**config.mk**
```make
export PLATFORM = sky130hd
export DESIGN_NAME = led_rr_arbiter_flat
export DESIGN_NICKNAME = d
export VERILOG_FILES = /design/src/rtl/led_rr_arbiter_if.sv /design/src/rtl/led_rr_arbiter.sv /design/src/flat_wrapper.sv
export SDC_FILE = /design/constraint.sdc
export NUM_CORES = 1
export LEC_CHECK = 0
export ABC_AREA = 1
export CORE_MARGIN = 2
export CORE_UTILIZATION = 48
export CTS_CLUSTER_DIAMETER = 150
export DETAILED_ROUTE_END_ITERATION = 8
export GPL_TIMING_DRIVEN = 0
export PLACE_DENSITY = 0.82
export SLEW_MARGIN = 10
export SYNTH_ARGS = -nofsm -noshare
export SYNTH_HDL_FRONTEND = slang
export SYNTH_SLANG_ARGS = --single-unit
export TNS_END_PERCENT = 10
```
**constraint.sdc**
```tcl
create_clock -name clk -period 2.05 [get_ports clk]
set_clock_uncertainty 0.05 [all_clocks]
set_input_delay 0.41 -clock clk [delete_from_list [all_inputs] [get_ports clk]]
set_output_delay 0.41 -clock clk [all_outputs]
set_load 0.02 [all_outputs]
```
**src/rtl/led_rr_arbiter_if.sv**
```systemverilog
// Request/grant bundle between the requesting client blocks and the round-robin
// arbiter that drives the 2-to-4 LED/select decoder.
interface led_rr_arbiter_if;
  logic [3:0] req;
  logic [3:0] grant;
  logic [1:0] grant_idx;
  logic       busy;
  logic       timeout;

  // Client side: raises requests, observes ownership.
  modport master (
    output req,
    input  grant,
    input  grant_idx,
    input  busy,
    input  timeout
  );

  // Arbiter side.
  modport slave (
    input  req,
    output grant,
    output grant_idx,
    output busy,
    output timeout
  );
endinterface

```
**src/rtl/led_rr_arbiter.sv**
```systemverilog
// Four-way round-robin arbiter for the LED/select decoder; every ownership change
// passes through a one-cycle all-off gap. Define ARB_TIMEOUT_EN to enforce MAX_HOLD.
module led_rr_arbiter #(
  parameter int MAX_HOLD = 16,
  parameter int CNT_W    = $clog2(MAX_HOLD)
) (
  input  logic           clk,
  input  logic           reset_n,
  led_rr_arbiter_if.slave bus
);

  typedef enum logic [1:0] {
    ST_IDLE  = 2'd0,
    ST_GRANT = 2'd1,
    ST_GAP   = 2'd2
  } state_t;

  state_t     state_q, state_d;
  logic [3:0] grant_q, grant_d;
  logic [1:0] idx_q, idx_d;
  logic [1:0] last_q, last_d;
  logic       busy_q, busy_d;
  logic       timeout_q, timeout_d;
  logic [1:0] winner;

`ifdef ARB_TIMEOUT_EN
  logic [CNT_W-1:0] hold_q, hold_d;
  logic             limit_hit;
`endif

  // First requester found searching upward from last+1; the previous owner sits
  // at offset 4, so it wins only when nobody else is asking.
  function automatic logic [1:0] rr_pick(input logic [3:0] r, input logic [1:0] last);
    logic [1:0] idx;
    rr_pick = last;
    for (int i = 4; i >= 1; i--) begin
      idx = last + 2'(i);
      if (r[idx]) rr_pick = idx;
    end
  endfunction

  assign winner = rr_pick(bus.req, last_q);

`ifdef ARB_TIMEOUT_EN
  assign limit_hit = (hold_q == CNT_W'(MAX_HOLD - 1));
`endif

  // NOTE: every variable gets a default before the case so no path leaves one
  // unassigned, which would otherwise infer a latch.
  always_comb begin
    state_d   = state_q;
    grant_d   = grant_q;
    idx_d     = idx_q;
    busy_d    = busy_q;
    last_d    = last_q;
    timeout_d = 1'b0;
`ifdef ARB_TIMEOUT_EN
    hold_d    = '0;
`endif

    unique case (state_q)
      ST_IDLE, ST_GAP: begin
        if (|bus.req) begin
          state_d = ST_GRANT;
          idx_d   = winner;
          grant_d = 4'b0001 << winner;
          busy_d  = 1'b1;
        end else begin
          state_d = ST_IDLE;
          grant_d = 4'b0000;
          busy_d  = 1'b0;
        end
      end

      ST_GRANT: begin
        // A voluntary release takes precedence over a limit hit on the same edge.
        if (!bus.req[idx_q]) begin
          state_d = ST_GAP;
          grant_d = 4'b0000;
          busy_d  = 1'b0;
          last_d  = idx_q;
        end
`ifdef ARB_TIMEOUT_EN
        else if (limit_hit) begin
          state_d   = ST_GAP;
          grant_d   = 4'b0000;
          busy_d    = 1'b0;
          last_d    = idx_q;
          timeout_d = 1'b1;
        end else begin
          hold_d = hold_q + CNT_W'(1);
        end
`endif
      end

      default: begin
        state_d = ST_IDLE;
        grant_d = 4'b0000;
        busy_d  = 1'b0;
      end
    endcase
  end

  // NOTE: state uses non-blocking assignments so all registers update from the
  // same pre-edge values; the async reset forces outputs off without a clock.
  always_ff @(posedge clk or negedge reset_n) begin
    if (!reset_n) begin
      state_q   <= ST_IDLE;
      grant_q   <= 4'b0000;
      idx_q     <= 2'b00;
      last_q    <= 2'b11;
      busy_q    <= 1'b0;
      timeout_q <= 1'b0;
    end else begin
      state_q   <= state_d;
      grant_q   <= grant_d;
      idx_q     <= idx_d;
      last_q    <= last_d;
      busy_q    <= busy_d;
      timeout_q <= timeout_d;
    end
  end

`ifdef ARB_TIMEOUT_EN
  always_ff @(posedge clk or negedge reset_n) begin
    if (!reset_n) hold_q <= '0;
    else          hold_q <= hold_d;
  end
`endif

  assign bus.grant     = grant_q;
  assign bus.grant_idx = idx_q;
  assign bus.busy      = busy_q;
`ifdef ARB_TIMEOUT_EN
  assign bus.timeout   = timeout_q;
`else
  assign bus.timeout   = 1'b0;
`endif

  // Ownership invariants: at most one grant, busy mirrors it, index agrees.
  a_onehot : assert property (@(posedge clk) disable iff (!reset_n)
    $onehot0(grant_q));
  a_busy : assert property (@(posedge clk) disable iff (!reset_n)
    busy_q == (grant_q != 4'b0000));
  a_idx : assert property (@(posedge clk) disable iff (!reset_n)
    busy_q |-> grant_q == (4'b0001 << idx_q));
  a_gap : assert property (@(posedge clk) disable iff (!reset_n)
    (state_q == ST_GAP) |-> (grant_q == 4'b0000));

endmodule

```
**src/flat_wrapper.sv**
```systemverilog
// flat-port wrapper written by rule: the top's interface ports become plain ports
module led_rr_arbiter_flat 
#(
  parameter int MAX_HOLD = 16,
  parameter int CNT_W    = $clog2(MAX_HOLD)
)
  (clk, reset_n, bus_req, bus_grant, bus_grant_idx, bus_busy, bus_timeout);
  led_rr_arbiter_if bus_i ();
  input  logic clk;
  input  logic reset_n;
  input wire logic [$bits(bus_i.req)-1:0] bus_req;
  output wire logic [$bits(bus_i.grant)-1:0] bus_grant;
  output wire logic [$bits(bus_i.grant_idx)-1:0] bus_grant_idx;
  output wire logic [$bits(bus_i.busy)-1:0] bus_busy;
  output wire logic [$bits(bus_i.timeout)-1:0] bus_timeout;
  assign bus_i.req = bus_req;
  assign bus_grant = bus_i.grant;
  assign bus_grant_idx = bus_i.grant_idx;
  assign bus_busy = bus_i.busy;
  assign bus_timeout = bus_i.timeout;
  led_rr_arbiter #(.MAX_HOLD(MAX_HOLD), .CNT_W(CNT_W)) u_core (.clk(clk), .reset_n(reset_n), .bus(bus_i));
endmodule
```
==> qor.txt <==
die area: 0.00169 mm²
Required @ worst endpoint: 1590 ps
Layout area overhead: 25.0%
CTS max path bufs: 2
mux cell area share after synthesis: 0%
final slew viol count: 0
Avg Inst Size Synth: 6.67 µm²
reg-to-reg endpoint: u_core.bus.grant[0]
Synth Warn #: 0
sum of negative setup slack: 0 ps
area fraction in compound gates after synthesis: 4.55%
sequential share of the synthesized area: 42.0%
PnR worst setup slack: 281 ps
Crit path largest cell delay: 630 ps
CP cell instances: clkdlybuf4s50_1
Switching Share: 48.0%
number of I/O port buffers: 12
H-tree depth: 1
pre-CTS setup slack: 249 ps
Post-CTS Setup Repair Bufs: 0
GR Overflow Total: 0
largest family of logic cells by synthesized area: simple AND/OR/NAND/NOR gates
Num CTS Buffers: 3
ant diodes: 0
largest net degree at the start of global routing: 12
DRT Wirelength: 1390 µm
layout cells sized above 1: 14.8%
Seq pwr share: 27.2%
Crit path max-delay family: buffers and inverters
R2R Path Start: u_core.last_q[1]
CP Buf/Inv Count: 1
DR pass1 iterations: 4
Die Wd: 41.1 µm
number of global-route vias before repair: 584
CP arrival: 1310 ps
Multi-input gate area: 319 µm²
f_max: 565 MHz
# resized after CTS: 0
Inst Count DP: 126
clock tree from TritonCTS: yes
Initial DRC Count: 9
Avg WL per Cell: 10.7 µm
Pwr Density: 1650 mW/mm²
FF+latch count, synth: 11
status: complete, no violations
vias per inst: 4.91
Initial Utilization: 50.8%
Final HPWL DP: 1100 µm
Syn Nets: 105
clock share of power: 10.4%
Core Region: 0.00130 mm²
cell taking the most area after synthesis: dfrtp_1
max-capacitance violation count: 0
crit start category: register
sw power: 0.656 mW
LEAKAGE: 0.451 nW
Final Hold Fails: 0
top cells by area, synth: dfrtp_1 (34%), nand2_1 (27%), nand3_1 (9.1%)
post-synth top area share: 34.1%
DRC: 0
Mapped Cells: 99
DIE HEIGHT: 41.1 µm
simple-gate share of the synthesized area: 43.2%
Root Driver: clkbuf_4
row count: 13
adder-cell share of the synthesized area: 0%
Final Critical Period: 1770 ps
Clock Latency Late Sink: 260 ps
Synth Cell Area: 661 µm²
XOR/XNOR Fraction of Synth Area: 0%
# fillers: 126
register area: 278 µm²
Final #Nets: 122
final setup fails: 0
cell-internal power: 0.710 mW
Worst-path clk slew: 70 ps
antenna violations before repair: 0
total track usage: 20.0%
global-route wire length before repair: 2210 µm
Hold Crit Class: in2async
Final period util: 86.3%
worst-path cell with the longest stage delay: clkdlybuf4s50_1
final std cells w/o fill: 130
Max VDD drop: 0.000806 V
# clock sinks: 11
R2R Setup Slk: 500 ps
RSZ-0062 raised after global routing: false
# IOs: 14
CP Max Fanout: 5
gpl congestion: 0.799
vias: 638
Comb pwr share: 62.3%
WS Path Type: reg2out
Critical Path Sink Type: output pin
Hold Buf Count CTS: 0
antenna viol nets, final: 0
cell depth of the worst flop-to-flop path: 12
Yosys cell types: 14
registers in the layout, indices dropped and copies added, names as in the netlist:
signal,count
u_core.bus.busy,1
u_core.bus.grant,4
u_core.bus.grant_idx,2
u_core.last_q,2
u_core.state_q,2
metal layers:
metal	track usage (%)	wire length (µm)	part of all wire (%)
met1	24.5	686	49
met2	33.6	638	46
met3	1.63	43	3.1
met4	12.1	25	1.8
met5	0	0	0
how the worst max path moves through the flow:
stage                                  startpoint                  end  depth (start not counted)
after global placement                 bus_req[1]  u_core.bus.grant[0]                         10
after detailed placement               bus_req[1]  u_core.bus.grant[1]                         10
after global routing      u_core.bus.grant_idx[0]     bus_grant_idx[0]                          1
after floorplan                  u_core.last_q[1]  u_core.bus.grant[0]                         12
final                     u_core.bus.grant_idx[0]     bus_grant_idx[0]                          1
after CTS                 u_core.bus.grant_idx[0]     bus_grant_idx[0]                          1
layout by cell type, fill, tap and decap left out, drive strengths merged:
cell type	synthesis	final
conb	1	1
nand2	51	51
clkbuf	0	4
o21ai	6	6
inv	10	10
dfrtp	9	9
buf	3	3
dfstp	2	2
nand3	12	12
clkdlybuf4s50	0	12
nor2	5	5
Yosys cell counts (all sizes together):
cell / count
buf: 3
conb: 1
dfrtp: 9
dfstp: 2
inv: 10
nand2: 51
nand3: 12
nor2: 5
o21ai: 6
power by group through the flow:
stage	clock network (mW)	logic (mW)	registers (mW)
after floorplan	0	0.558	0.427
after global placement	0	0.813	0.372
after detailed placement	0	0.846	0.376
after CTS	0.145	0.851	0.372
after global routing	0.154	0.956	0.385
final	0.142	0.851	0.372
through the flow:
stage / power [mW] / hold WS (ps) / utilization [%] / cell area [µm²]
global route: 1.50 / 454 / 63.5 / 826
CTS: 1.37 / 434 / 63.5 / 826
finish: 1.37 / 421 / 63.5 / 826
global placement: 1.18 / 413 / 61.4 / 800
detailed placement: 1.22 / 414 / 61.4 / 800
floorplan: 0.984 / 64.4 / - / 661
final cells by class:
| type | instances | share of cell area (%) |
|---|---|---|
| buffer | 3 | 3.18 |
| tap | 15 | 2.27 |
| sequential | 11 | 33.6 |
| timing repair buffer | 12 | 14.5 |
| inverter | 10 | 4.55 |
| clock buffer | 4 | 3.18 |
| multi-input combinational | 75 | 38.6 |
cell families (layout without fill, tap and decap cells):
group                  Yosys count  count (layout)
AOI/OAI and AO/OA                6               6
buffers and inverters           13              29
DFF                             11              11
other                            1               1
and+or+nand+nor                 68              68
(Power assumes the default switching activity.)
